### config.mk
export PLATFORM = sky130hd
export DESIGN_NAME = spi_frame_receiver
export DESIGN_NICKNAME = d
export VERILOG_FILES = /design/src/rtl/spi_frame_pkg.sv /design/src/rtl/spi_eoi_tracker.sv /design/src/rtl/spi_frame_receiver.sv
export SDC_FILE = /design/constraint.sdc
export NUM_CORES = 1
export LEC_CHECK = 0
export CAP_MARGIN = 20
export CORE_UTILIZATION = 25
export CTS_CLUSTER_DIAMETER = 120
export CTS_CLUSTER_SIZE = 28
export DETAILED_ROUTE_END_ITERATION = 8
export PLACE_DENSITY = 0.42
export SETUP_SLACK_MARGIN = 0.3
export SYNTH_ARGS = -nofsm -noshare
export SYNTH_HDL_FRONTEND = slang
export SYNTH_SLANG_ARGS = --single-unit
### constraint.sdc
create_clock -name clk -period 2.3 [get_ports clk]
set_input_delay 0.46 -clock clk [delete_from_list [all_inputs] [get_ports clk]]
set_output_delay 0.46 -clock clk [all_outputs]
set_load 0.02 [all_outputs]
### src/rtl/spi_frame_pkg.sv
// Shared constants and FSM state type for the camera frame link (receiver and transmitter).
package spi_frame_pkg;

  typedef enum logic [2:0] {
    ST_IDLE    = 3'd0,
    ST_HDR_HI  = 3'd1,
    ST_HDR_LO  = 3'd2,
    ST_HDR_PAD = 3'd3,
    ST_DATA    = 3'd4
  } state_e;

  localparam logic [7:0]  HDR_PAD_BYTE = 8'h00;
  localparam logic [7:0]  EOI_HI       = 8'hFF;
  localparam logic [7:0]  EOI_LO       = 8'hD9;
  localparam int unsigned HDR_LEN      = 3;

endpackage

### src/rtl/spi_eoi_tracker.sv
// Tracks the JPEG EOI marker (FF D9) across the payload bytes written to the frame buffer.
module spi_eoi_tracker
  import spi_frame_pkg::*;
(
  input  logic       clk,
  input  logic       reset,
  input  logic       clear_i,
  input  logic       shift_i,
  input  logic [7:0] data_i,
  output logic       match_o
);

  logic [7:0] last_q;

  always_ff @(posedge clk or negedge reset) begin
    if (!reset) begin
      last_q <= '0;
    end else if (clear_i) begin
      last_q <= '0;
    end else if (shift_i) begin
      last_q <= data_i;
    end
  end

  // Window is {previous byte, incoming byte}, so the verdict is ready on the final write itself.
  assign match_o = (last_q == EOI_HI) && (data_i == EOI_LO);

endmodule

### src/rtl/spi_frame_receiver.sv
// Host-side frame receiver: parses the 3-byte length header and writes LEN+1 payload bytes to the frame buffer.
module spi_frame_receiver
  import spi_frame_pkg::*;
#(
  parameter int unsigned ADDR_W         = 16,
  parameter int unsigned TIMEOUT_CYCLES = 100000
) (
  input  logic              clk,
  input  logic              reset,
  input  logic              start,
  input  logic              abort,
  input  logic [7:0]        rx_data,
  input  logic              rx_valid,
  output logic [ADDR_W-1:0] wr_addr,
  output logic [7:0]        wr_data,
  output logic              wr_en,
  output logic              busy,
  output logic [ADDR_W-1:0] frame_len,
  output logic              frame_done,
  output logic              eoi_ok,
  output logic              err_pad,
  output logic              err_timeout
);

  localparam int unsigned        TO_W    = $clog2(TIMEOUT_CYCLES + 1);
  localparam logic [TO_W-1:0]    TO_LAST = TO_W'(TIMEOUT_CYCLES - 1);

  state_e              state_q;
  logic [ADDR_W-1:0]   idx_q;
  logic [TO_W-1:0]     to_cnt_q;
  logic [ADDR_W-1:0]   wr_addr_q;
  logic [7:0]          wr_data_q;
  logic                wr_en_q;
  logic [ADDR_W-1:0]   frame_len_q;
  logic                frame_done_q;
  logic                eoi_ok_q;
  logic                err_pad_q;
  logic                err_timeout_q;

  logic                aborting;
  logic                eoi_clear;
  logic                eoi_shift;
  logic                eoi_match;
  logic [ADDR_W-1:0]   idx_d;

  assign aborting  = abort && (state_q != ST_IDLE);
  assign eoi_clear = (state_q == ST_IDLE) && start;
  assign eoi_shift = (state_q == ST_DATA) && rx_valid && !abort;
  assign idx_d     = idx_q + ADDR_W'(1);

  spi_eoi_tracker u_eoi (
    .clk     (clk),
    .reset   (reset),
    .clear_i (eoi_clear),
    .shift_i (eoi_shift),
    .data_i  (rx_data),
    .match_o (eoi_match)
  );

  always_ff @(posedge clk or negedge reset) begin
    if (!reset) begin
      state_q       <= ST_IDLE;
      idx_q         <= '0;
      to_cnt_q      <= '0;
      wr_addr_q     <= '0;
      wr_data_q     <= '0;
      wr_en_q       <= 1'b0;
      frame_len_q   <= '0;
      frame_done_q  <= 1'b0;
      eoi_ok_q      <= 1'b0;
      err_pad_q     <= 1'b0;
      err_timeout_q <= 1'b0;
    end else begin
      wr_en_q      <= 1'b0;
      frame_done_q <= 1'b0;
      if (aborting) begin
        state_q  <= ST_IDLE;
        to_cnt_q <= '0;
      end else if (state_q == ST_IDLE) begin
        if (start) begin
          state_q       <= ST_HDR_HI;
          idx_q         <= '0;
          to_cnt_q      <= '0;
          frame_len_q   <= '0;
          eoi_ok_q      <= 1'b0;
          err_pad_q     <= 1'b0;
          err_timeout_q <= 1'b0;
        end
      end else if (rx_valid) begin
        to_cnt_q <= '0;
        unique case (state_q)
          ST_HDR_HI: begin
            frame_len_q <= ADDR_W'({rx_data, 8'h00});
            state_q     <= ST_HDR_LO;
          end
          ST_HDR_LO: begin
            frame_len_q <= frame_len_q | ADDR_W'(rx_data);
            state_q     <= ST_HDR_PAD;
          end
          ST_HDR_PAD: begin
            if (rx_data != HDR_PAD_BYTE) begin
              err_pad_q <= 1'b1;
            end
            idx_q   <= '0;
            state_q <= ST_DATA;
          end
          ST_DATA: begin
            wr_en_q   <= 1'b1;
            wr_addr_q <= idx_q;
            wr_data_q <= rx_data;
            // Equality on the index (not a wrapped count) so LEN = all-ones still terminates.
            if (idx_q == frame_len_q) begin
              frame_done_q <= 1'b1;
              eoi_ok_q     <= eoi_match;
              state_q      <= ST_IDLE;
            end else begin
              idx_q <= idx_d;
            end
          end
          default: ;
        endcase
      end else if (to_cnt_q == TO_LAST) begin
        err_timeout_q <= 1'b1;
        frame_done_q  <= 1'b1;
        to_cnt_q      <= '0;
        state_q       <= ST_IDLE;
      end else begin
        to_cnt_q <= to_cnt_q + TO_W'(1);
      end
    end
  end

  assign wr_addr     = wr_addr_q;
  assign wr_data     = wr_data_q;
  assign wr_en       = wr_en_q;
  assign busy        = (state_q != ST_IDLE);
  assign frame_len   = frame_len_q;
  assign frame_done  = frame_done_q;
  assign eoi_ok      = eoi_ok_q;
  assign err_pad     = err_pad_q;
  assign err_timeout = err_timeout_q;

endmodule

==> out/metrics.cfg, run 1 <==
[clock_network]
cts.root.buffer_cell=sky130_fd_sc_hd__clkbuf_16
tritoncts=done
cts_hold_buf=0
cts_sinks=89
clkTransAtPathRegs_ps=60
max-clock-path-buffers=2
cts-htree-levels=3
clock_latency_late_sink_ps=340
numCtsBuffers=9

[flow_run]
max-cap-violations=0

[synthesis]
combinational_family_with_the_most_area_after_synthesis=simple AND/OR/NAND/NOR gates
synth_fa_ha_area_share_pct=0.582
yosysWarningCount=0
yosys.area_share.simple_pct=24.6
yosys-top-cells-area=sky130_fd_sc_hd__dfrtp_1 52%, sky130_fd_sc_hd__nand2_1 10%, sky130_fd_sc_hd__o21ai_0 5.2%
yosys.area.top_type_share_pct=51.8
synth_xor_xnor_area_share_pct=3.46
syn_area_sq_mm=0.00430
async_reset_ff_share_pct=100
syn_avg_cell_area_sq_um=8.94
ys_dominant_reg_cell=sky130_fd_sc_hd__dfrtp_1
yosys.cell_types.count=46
synth_cell_count_leaders=119 x sky130_fd_sc_hd__nand2_1, 89 x sky130_fd_sc_hd__dfrtp_1, 45 x sky130_fd_sc_hd__o21ai_0
syn_inst_count=481
yosys.cell_count.top_type=sky130_fd_sc_hd__nand2_1
synth_enable_flop_cells=0
synth_compound_area_share_pct=14.6
synth-seq-cells=89
synth_sequential_area_ratio_pct=51.8
post-synth-top-area-cell=sky130_fd_sc_hd__dfrtp_1
synthMuxAreaShare_pct=0.699
synth_nets=496

[floorplanning]
core-area_sq_mm=0.0167
die_area_sq_mm=0.0177
placementRows=47
die_x_um=133
starting_utilization_of_the_core_area_pct=25.7
die_h_um=133
boundaryPins=59

[sta]
worst-slew-pin-transition_ps=653
report.final.slew_viol_count=0
final_setup_violation_count=0
period_minus_slack_ps=1980
final-hold-violation-count=0
slew_headroom_pct=56.4
post-route-period-util_pct=86.3
hold_slack_ps=93.7
clock_skew_ps=4.75
finalSetupTns_ps=0
grt_setup_unrepaired=yes
fmax_ghz=0.504

[drt]
detail_route.wirelength_um=13000
vias=3843
avgViaCountPerCell=4.83
drt_pre_antenna_iters=4
drt-initial-drc-count=191
routedWlPerCell_um=16.3
antenna_left=0
route.detailed.drc=0

[global_route]
grt.overflow.total=0
first_global_vias=3840
grt_max_degree=39
antenna_violations_before_repair=0
grt_first_pass_wirelength_um=20800
grt_util_all_layers_pct=15.4

[power_and_ir_drop]
ir_drop_uv=356
total_power_uw=4140
static-leakage-power_uw=0.00266
power_density_over_the_cells_mw_per_mm2=713

[setup_path]
timing.critical_path.required_ps=2570
depth_of_the_most_critical_reg_to_reg_path=9
critical_path_peak_fanout=6
criticalPathCategory=reg -> reg
cp_data_arrival_time_ps=2250
critPathCaptureType=flop
critPathLaunchType=flop

[placement]
dp.cells=775
place.port_buffers=58
detailed_place_hpwl_um=9450
routabilityCongestion=0.874

[final_layout]
antenna_diode_count=0
area_growth_syn_to_layout_pct=35.1
finalNetCount=586
sequential_standard_cell_area_sq_mm=0.00223
final-instance-count-excl-fill=796
multi_input_area_sq_mm=0.00201
final_layout_size_suffix_gt1_share_pct=16.3
final_core_utilization_pct=34.8
filler_cell_count=1745

[hold_path]
hold_removal_path_class=in -> async

[outcome]
run_status=finished, final reports clean

[cell usage in the layout, fill, tap and decap left out, types with 3 or more instances in the layout]
master,instances
sky130_fd_sc_hd__clkbuf_16,10
sky130_fd_sc_hd__nor2_1,25
sky130_fd_sc_hd__mux2i_1,3
sky130_fd_sc_hd__nand4_1,10
sky130_fd_sc_hd__nor4_2,5
sky130_fd_sc_hd__a31oi_1,7
sky130_fd_sc_hd__buf_4,43
sky130_fd_sc_hd__nand2_2,3
sky130_fd_sc_hd__nand2b_1,4
sky130_fd_sc_hd__o211ai_1,4
sky130_fd_sc_hd__nor3_2,4
sky130_fd_sc_hd__and3_1,6
sky130_fd_sc_hd__o21ai_0,37
sky130_fd_sc_hd__nor3_1,9
sky130_fd_sc_hd__a21oi_1,24
sky130_fd_sc_hd__and2_1,3
sky130_fd_sc_hd__nor2b_1,5
sky130_fd_sc_hd__xor2_1,17
sky130_fd_sc_hd__nand3_1,17
sky130_fd_sc_hd__dfrtp_1,87
sky130_fd_sc_hd__inv_1,9
sky130_fd_sc_hd__clkdlybuf4s50_1,56
sky130_fd_sc_hd__o21ai_2,3
sky130_fd_sc_hd__nand2_1,117
sky130_fd_sc_hd__o21ai_1,11
sky130_fd_sc_hd__o31ai_1,12
sky130_fd_sc_hd__clkbuf_1,3
[through the flow]
step,setup WS [ps],cell area (sq um)
final,316,5800
after global routing,243,5800
after floorplan,461,4300
after global placement,-2.73,5330
after detailed placement,-27.4,5330
after CTS,220,5730
[critical path, cell delays in order (launching register included)]
cell and delay [ps]:
sky130_fd_sc_hd__dfrtp_2 430, sky130_fd_sc_hd__xor2_1 170, sky130_fd_sc_hd__nor4_2 330, sky130_fd_sc_hd__buf_4 180, sky130_fd_sc_hd__nand4_4 120, sky130_fd_sc_hd__buf_8 190, sky130_fd_sc_hd__buf_4 150, sky130_fd_sc_hd__a41oi_2 170
sky130_fd_sc_hd__o21ai_1 80, sky130_fd_sc_hd__o21ai_1 90
[registers in the layout, indices dropped and copies added (netlist names)]
register,flops
to_cnt_q,17
frame_len,16
idx_q,16
wr_addr,16
u_eoi.last_q,8
wr_data,8
state_q,3
eoi_ok,1
err_pad,1
err_timeout,1
frame_done,1
wr_en,1
[what timing repair did]
action                     CTS  global route
gates resized for setup     13            30
hold endpoints to repair     0             0
cloned                       1             0
setup buffers                3             1
setup endpoints to repair   34            30
pin swaps                    1             3
[routing by layer]
metal | vias to the layer above | routed length (um) | share of wire, % | global-route usage (%)
li1 | 1861 | - | - | -
met4 | 0 | 195 | 1.5 | 4.80
met5 | - | 0 | 0 | 0
met3 | 10 | 567 | 4.4 | 4.68
met2 | 74 | 6380 | 49 | 24.9
met1 | 1898 | 5840 | 45 | 19.7
[final timing paths]
check | startpoint | slack, ps | endpoint
max reg2reg | idx_q[12] | 320 | idx_q[9]
max | idx_q[12] | 320 | idx_q[9]
min in group clk | wr_addr[7] | 480 | wr_addr[7]
min reg2reg | wr_addr[7] | 480 | wr_addr[7]
max in group asynchronous | reset | 1590 | wr_addr[8]
min | reset | 90 | wr_addr[7]
[report_power, final]
| part | total, uW | switching (uW) | internal [uW] |
|---|---|---|---|
| clock | 1470 | 596 | 869 |
| sequential | 1780 | 118 | 1660 |
| combinational | 896 | 504 | 392 |
| total | 4140 | 1220 | 2920 |
[cells by family after synthesis]
kind of cell / after synthesis
AO/OA/AOI/OAI: 109
flip-flops: 89
XOR/XNOR: 17
AND/OR/NAND/NOR: 226
multiplexers: 3
buffers and inverters: 35
adder cells (fa/ha/maj): 2
[final cells by class]
type / count / share of cell area (%)
clock buffers: 13 / 4.31
repair buffers: 104 / 16.5
well taps: 220 / 4.74
multi-input cells: 357 / 34.7
flip-flops and latches: 89 / 38.4
clock inverters: 3 / 0.690
inverters: 10 / 0.647
Note: power is estimated with default switching activity, not from simulation.
==> inputs of run 2 (changes only) <==
Settings changed: MAX_ROUTING_LAYER from default to met4.
==> run 2 against run 1 <==
Compared with the run above: global-route usage rose by 0.44 points; combinational power rose by 0.4%; final area rose by 0.11%; total power barely moved; clock skew rose by 2.6 ps; utilization barely moved.
==> out/metrics.cfg, run 2 (synthesis gave the netlist of run 1 again) <==
[final_layout]
antenna_diode_count=0  ; unchanged
most_common_cell_after_layout_fill_and_taps_aside=sky130_fd_sc_hd__nand2_1  ; unchanged
max_reg_flops=17  ; unchanged
final_core_utilization_pct=34.8  ; about the same
mostFrequentLayoutCells=116 x sky130_fd_sc_hd__nand2_1, 87 x sky130_fd_sc_hd__dfrtp_1, 56 x sky130_fd_sc_hd__clkdlybuf4s50_1  ; was 117 x sky130_fd_sc_hd__nand2_1, 87 x sky130_fd_sc_hd__dfrtp_1, 56 x sky130_fd_sc_hd__clkdlybuf4s50_1
register_containing_the_most_flip_flops_in_the_final_layout=to_cnt_q  ; unchanged
final_layout_size_suffix_gt1_share_pct=16.7  ; was 16.3%
filler_cell_count=1743  ; was 1745
finalNetCount=586  ; unchanged
area_growth_syn_to_layout_pct=35.2  ; was 35.1%
fin_area_sq_mm=0.00581  ; was 0.00580 sq mm

[power_and_ir_drop]
power.share.clock_pct=35.3  ; was 35.4%
power_switching_uw=1220  ; about the same
ir_drop_uv=360  ; was 356 uV
power_density_over_the_cells_mw_per_mm2=713  ; about the same
seq_power_share_pct=42.9  ; about the same
static-leakage-power_uw=0.00266  ; about the same
power.internal_uw=2920  ; about the same
comb_power_share_pct=21.7  ; was 21.6%
sw_frac_of_total_pct=29.4  ; about the same

[placement]
detailed_place_hpwl_um=9450  ; unchanged
place_area_sq_mm=0.00533  ; unchanged
place.port_buffers=58  ; unchanged
routabilityCongestion=0.889  ; was 0.874

[drt]
routedWlPerCell_um=16.3  ; about the same
route.detailed.drc=0  ; unchanged
antenna_left=0  ; unchanged
drt-initial-drc-count=170  ; was 191
drt_pre_antenna_iters=5  ; was 4
detail_route.wirelength_um=13000  ; about the same
vias=3847  ; was 3843
avgViaCountPerCell=4.83  ; about the same

[flow_run]
max-cap-violations=0  ; unchanged

[clock_network]
cts-htree-levels=3  ; unchanged
clkTransAtPathRegs_ps=60  ; about the same
cts_sinks=89  ; unchanged
cts_hold_buf=0  ; unchanged
cts.root.buffer_cell=sky130_fd_sc_hd__clkbuf_16  ; unchanged
tritoncts=done  ; unchanged
max-clock-path-buffers=2  ; unchanged
numCtsBuffers=9  ; unchanged
clock_latency_late_sink_ps=350  ; was 340 ps

[global_route]
grt_max_degree=39  ; unchanged
grt.overflow.total=0  ; unchanged
grt_first_pass_wirelength_um=20700  ; was 20800 um
antenna_violations_before_repair=0  ; unchanged
grt_util_all_layers_pct=15.8  ; was 15.4%
first_global_vias=3847  ; was 3840

[setup_path]
criticalPathCategory=reg -> reg  ; unchanged
critical_path_peak_fanout=6  ; unchanged
r2r_slack_ps=330  ; was 320 ps
cp_data_arrival_time_ps=2210  ; was 2250 ps
critPathLaunchType=flop  ; unchanged
critPathCaptureType=flop  ; unchanged
timing.critical_path.required_ps=2540  ; was 2570 ps

[sta]
finalSetupTns_ps=0  ; unchanged
worst-slew-pin-transition_ps=646  ; was 653 ps
period_minus_slack_ps=1970  ; was 1980 ps
report.final.slew_viol_count=0  ; unchanged
final-hold-violation-count=0  ; unchanged
grt_setup_unrepaired=yes  ; unchanged
final_setup_violation_count=0  ; unchanged
post-route-period-util_pct=85.5  ; was 86.3%
clock_skew_ps=7.38  ; was 4.75 ps
slew_headroom_pct=56.9  ; was 56.4%
fmax_ghz=0.508  ; was 0.504 GHz

[floorplanning]
core-area_sq_mm=0.0167  ; unchanged
starting_utilization_of_the_core_area_pct=25.7  ; unchanged
placementRows=47  ; unchanged
die_x_um=133  ; unchanged
boundaryPins=59  ; unchanged
die_h_um=133  ; unchanged
die_area_sq_mm=0.0177  ; unchanged

[outcome]
run_status=finished, final reports clean  ; unchanged

[hold_path]
hold_removal_path_class=in -> async  ; unchanged

==> run 2: timing repair <==
action	CTS	global route
endpoints found under the hold margin	0	0
setup endpoints to repair	34	29
buffers inserted	3	1
gates cloned	1	0
pin swaps	1	5
gates resized for setup	13	35
==> run 2: layer usage <==
layer  GRT usage, %  vias to the layer above  routed length, um
met1           19.6                     1909               5900
met2           25.0                       62               6340
met3           3.81                       19                473
met5              -                        -                  0
met4           6.12                        0                281
li1               -                     1857                  -
==> run 2: power groups by stage <==
stage                     Combinational, uW  Clock [uW]  Sequential, uW
after floorplan                         320           0            1860
after global placement                  826           0            1800
after detailed placement                831           0            1800
after CTS                               909        1530            1770
after global routing                    974        1590            1790
final                                   900        1460            1780
==> run 2: area by class of cell <==
cell class	count	area, sq um	area share (%)
multi-input cells	357	2010	34.7
clock inverters	3	40.0	0.689
flip-flops and latches	89	2230	38.4
clock buffers	13	250	4.31
repair buffers	104	963	16.6
inverters	10	37.5	0.646
well taps	220	275	4.74
==> run 2: stage by stage <==
stage                     total power (uW)  instances  worst slack (ps)  hold slack (ps)
after floorplan                       2180        481               461              164
after global placement                2630        775             -2.73              458
after detailed placement              2630        775             -27.4              466
after CTS                             4210        795               220              113
after global routing                  4350        796               233              135
final                                 4140        796               333             96.0
==> run 2: worst paths after layout <==
kind | startpoint | endpoint | cells past startpoint
worst max-delay path | idx_q[12] | idx_q[10] | 9
worst min-delay path | reset | wr_addr[7] | 1
worst max register to register | idx_q[12] | idx_q[10] | 9
worst min register to register | wr_addr[7] | wr_addr[7] | 2
max in group asynchronous | reset | frame_len[13] | 2
min in group clk | wr_addr[7] | wr_addr[7] | 2
==> run 2: worst max-delay path: stages (launching register included) <==
cell                       delay (ps)
sky130_fd_sc_hd__dfrtp_2          430
sky130_fd_sc_hd__xor2_1           170
sky130_fd_sc_hd__nor4_2           320
sky130_fd_sc_hd__buf_4            180
sky130_fd_sc_hd__nand4_4          120
sky130_fd_sc_hd__buf_8            190
sky130_fd_sc_hd__buf_6            120
sky130_fd_sc_hd__nand3_1          140
sky130_fd_sc_hd__o211ai_1         100
sky130_fd_sc_hd__o31ai_1           80
==> inputs of run 3 (changes only) <==
Settings changed: SETUP_SLACK_MARGIN 0.3 to 0.15.
==> run 3 against run 2 <==
Compared with the run above: non-clock buffer count shrank 5; sequential share of layout area grew 1.1 points; largest cell class unchanged; clock power is essentially flat; worst hold slack is essentially flat; flip-flop and latch count is the same; critical endpoint is now busy; maximum frequency shrank 3.3%; critical path type is now reg -> out.
==> out/metrics.cfg, run 3 (synthesis gave the netlist of run 1 again) <==
[final_layout]
area_growth_syn_to_layout_pct=31.3  ; was 35.2%
sequential_standard_cell_area_sq_mm=0.00223  ; about the same
final_core_utilization_pct=33.8  ; was 34.8%
filler_cell_count=1759  ; was 1743
finalNetCount=581  ; was 586
multi_input_area_sq_mm=0.00191  ; was 0.00201 sq mm
final_layout_size_suffix_gt1_share_pct=12.1  ; was 16.7%
final-instance-count-excl-fill=791  ; was 796
register_containing_the_most_flip_flops_in_the_final_layout=to_cnt_q  ; unchanged
mostFrequentLayoutCells=119 x sky130_fd_sc_hd__nand2_1, 89 x sky130_fd_sc_hd__dfrtp_1, 56 x sky130_fd_sc_hd__clkdlybuf4s50_1  ; was 116 x sky130_fd_sc_hd__nand2_1, 87 x sky130_fd_sc_hd__dfrtp_1, 56 x sky130_fd_sc_hd__clkdlybuf4s50_1
most_common_cell_after_layout_fill_and_taps_aside=sky130_fd_sc_hd__nand2_1  ; unchanged
antenna_diode_count=0  ; unchanged
max_reg_flops=17  ; unchanged

[floorplanning]
die_x_um=133  ; unchanged
starting_utilization_of_the_core_area_pct=25.7  ; unchanged
core-area_sq_mm=0.0167  ; unchanged
placementRows=47  ; unchanged
die_h_um=133  ; unchanged
boundaryPins=59  ; unchanged
die_area_sq_mm=0.0177  ; unchanged

[drt]
detail_route.wirelength_um=12900  ; was 13000 um
drt_pre_antenna_iters=4  ; was 5
vias=3821  ; was 3847
drt-initial-drc-count=200  ; was 170
routedWlPerCell_um=16.3  ; about the same
antenna_left=0  ; unchanged
avgViaCountPerCell=4.83  ; about the same
route.detailed.drc=0  ; unchanged

[power_and_ir_drop]
power_density_over_the_cells_mw_per_mm2=722  ; was 713 mW/mm^2
static-leakage-power_uw=0.00261  ; was 0.00266 uW
total_power_uw=4080  ; was 4140 uW
ir_drop_uv=361  ; was 360 uV

[setup_path]
crit_path_start=state_q[1]  ; was idx_q[12]
critPathLaunchType=flop  ; unchanged
criticalPathCategory=reg -> out  ; was reg -> reg
critPathCaptureType=output port  ; was flop
timing.critical_path.required_ps=1840  ; was 2540 ps
timing.rr.start=idx_q[11]  ; was idx_q[12]
cp_data_arrival_time_ps=1580  ; was 2210 ps
critical_path_peak_fanout=10  ; was 6
r2r_slack_ps=270  ; was 330 ps

[placement]
detailed_place_hpwl_um=9450  ; unchanged
place.port_buffers=58  ; unchanged
routabilityCongestion=0.889  ; unchanged
dp.cells=775  ; unchanged
dpl_worst_slack_ps=-27.4  ; unchanged

[sta]
final_setup_violation_count=0  ; unchanged
worst-slew-pin-transition_ps=643  ; was 646 ps
fmax_ghz=0.491  ; was 0.508 GHz
finalSetupTns_ps=0  ; unchanged
clock_skew_ps=7.58  ; was 7.38 ps
report.final.slew_viol_count=0  ; unchanged
period_minus_slack_ps=2040  ; was 1970 ps
slew_headroom_pct=57.1  ; was 56.9%
final.setup.worst_slack_ps=265  ; was 333 ps
final-hold-violation-count=0  ; unchanged
post-route-period-util_pct=88.5  ; was 85.5%
grt_setup_unrepaired=no  ; was yes

[global_route]
first_global_vias=3824  ; was 3847
grt.overflow.total=0  ; unchanged
grt_first_pass_wirelength_um=20600  ; was 20700 um
grt_util_all_layers_pct=15.7  ; was 15.8%
antenna_violations_before_repair=0  ; unchanged
grt_max_degree=39  ; unchanged

[clock_network]
cts_hold_buf=0  ; unchanged
tritoncts=done  ; unchanged
cts.repair_timing.setup_buffer_count=0  ; was 3
clock_latency_late_sink_ps=350  ; about the same
cts-htree-levels=3  ; unchanged
numCtsBuffers=9  ; unchanged
cts.root.buffer_cell=sky130_fd_sc_hd__clkbuf_16  ; unchanged
cts_sinks=89  ; unchanged
max-clock-path-buffers=2  ; unchanged
clkTransAtPathRegs_ps=60  ; about the same

[hold_path]
hold_removal_path_class=in -> async  ; unchanged

[outcome]
run_status=finished, final reports clean  ; unchanged

[flow_run]
max-cap-violations=0  ; unchanged

## run 3: cell count changes in the layout (fill, tap and decap cells not counted), moves of 2 or more
cell / change
sky130_fd_sc_hd__nand2_2: -3
sky130_fd_sc_hd__nand2_1: +3
sky130_fd_sc_hd__nor4_2: -4
sky130_fd_sc_hd__and2_1: +2
sky130_fd_sc_hd__a21oi_2: -2
sky130_fd_sc_hd__dfrtp_1: +2
sky130_fd_sc_hd__buf_4: -2
sky130_fd_sc_hd__o21ai_0: +10
sky130_fd_sc_hd__o21ai_2: -3
sky130_fd_sc_hd__dfrtp_2: -2
sky130_fd_sc_hd__o21ai_1: -7
sky130_fd_sc_hd__nor4_1: +4
sky130_fd_sc_hd__a21oi_1: +2
## run 3: path summary, 6_finish.rpt
kind                                      end  cells past startpoint
worst min register to register     wr_addr[7]                      2
worst max-delay path                     busy                      4
max in group asynchronous       frame_len[13]                      2
min in group clk                   wr_addr[7]                      2
worst min-delay path               wr_addr[7]                      1
worst max register to register       idx_q[2]                      9
## run 3: worst max-delay path: stages (launching register included)
cell                              delay, ps
sky130_fd_sc_hd__dfrtp_1                430
sky130_fd_sc_hd__buf_4                  200
sky130_fd_sc_hd__nor3_2                 140
sky130_fd_sc_hd__inv_1                  130
sky130_fd_sc_hd__clkdlybuf4s15_1        320
## run 3: power by group
group          internal [uW]  total [uW]  switching [uW]
Combinational            360         832             472
Sequential              1660        1770             115
Clock                    869        1470             602
## run 3: routing by layer
| metal | track usage, % | part of all wire (%) | routed length (um) |
|---|---|---|---|
| met5 | - | 0 | 0 |
| met4 | 5.93 | 1.9 | 242 |
| met1 | 19.3 | 45 | 5840 |
| met3 | 3.84 | 4.1 | 533 |
| met2 | 25.0 | 49 | 6250 |
## run 3: stage by stage
stage | area (sq um) | hold WS [ps]
global placement | 5330 | 458
floorplan | 4300 | 164
detailed placement | 5330 | 466
finish | 5640 | 95.9
global route | 5640 | 135
CTS | 5620 | 113
## run 3: timing repair
action / CTS / global route
pin swaps: 0 / 1
hold endpoints to repair: 0 / 0
endpoints found under the setup margin: 4 / 32
gates cloned: 0 / 0
resized for setup: 2 / 6
## run 3: final cells by class
type / count / area share (%)
well taps: 220 / 4.88
flip-flops and latches: 89 / 39.5
multi-input cells: 357 / 33.9
clock inverters: 3 / 0.709
inverters: 10 / 0.665
clock buffers: 13 / 4.43
repair buffers: 99 / 16.0
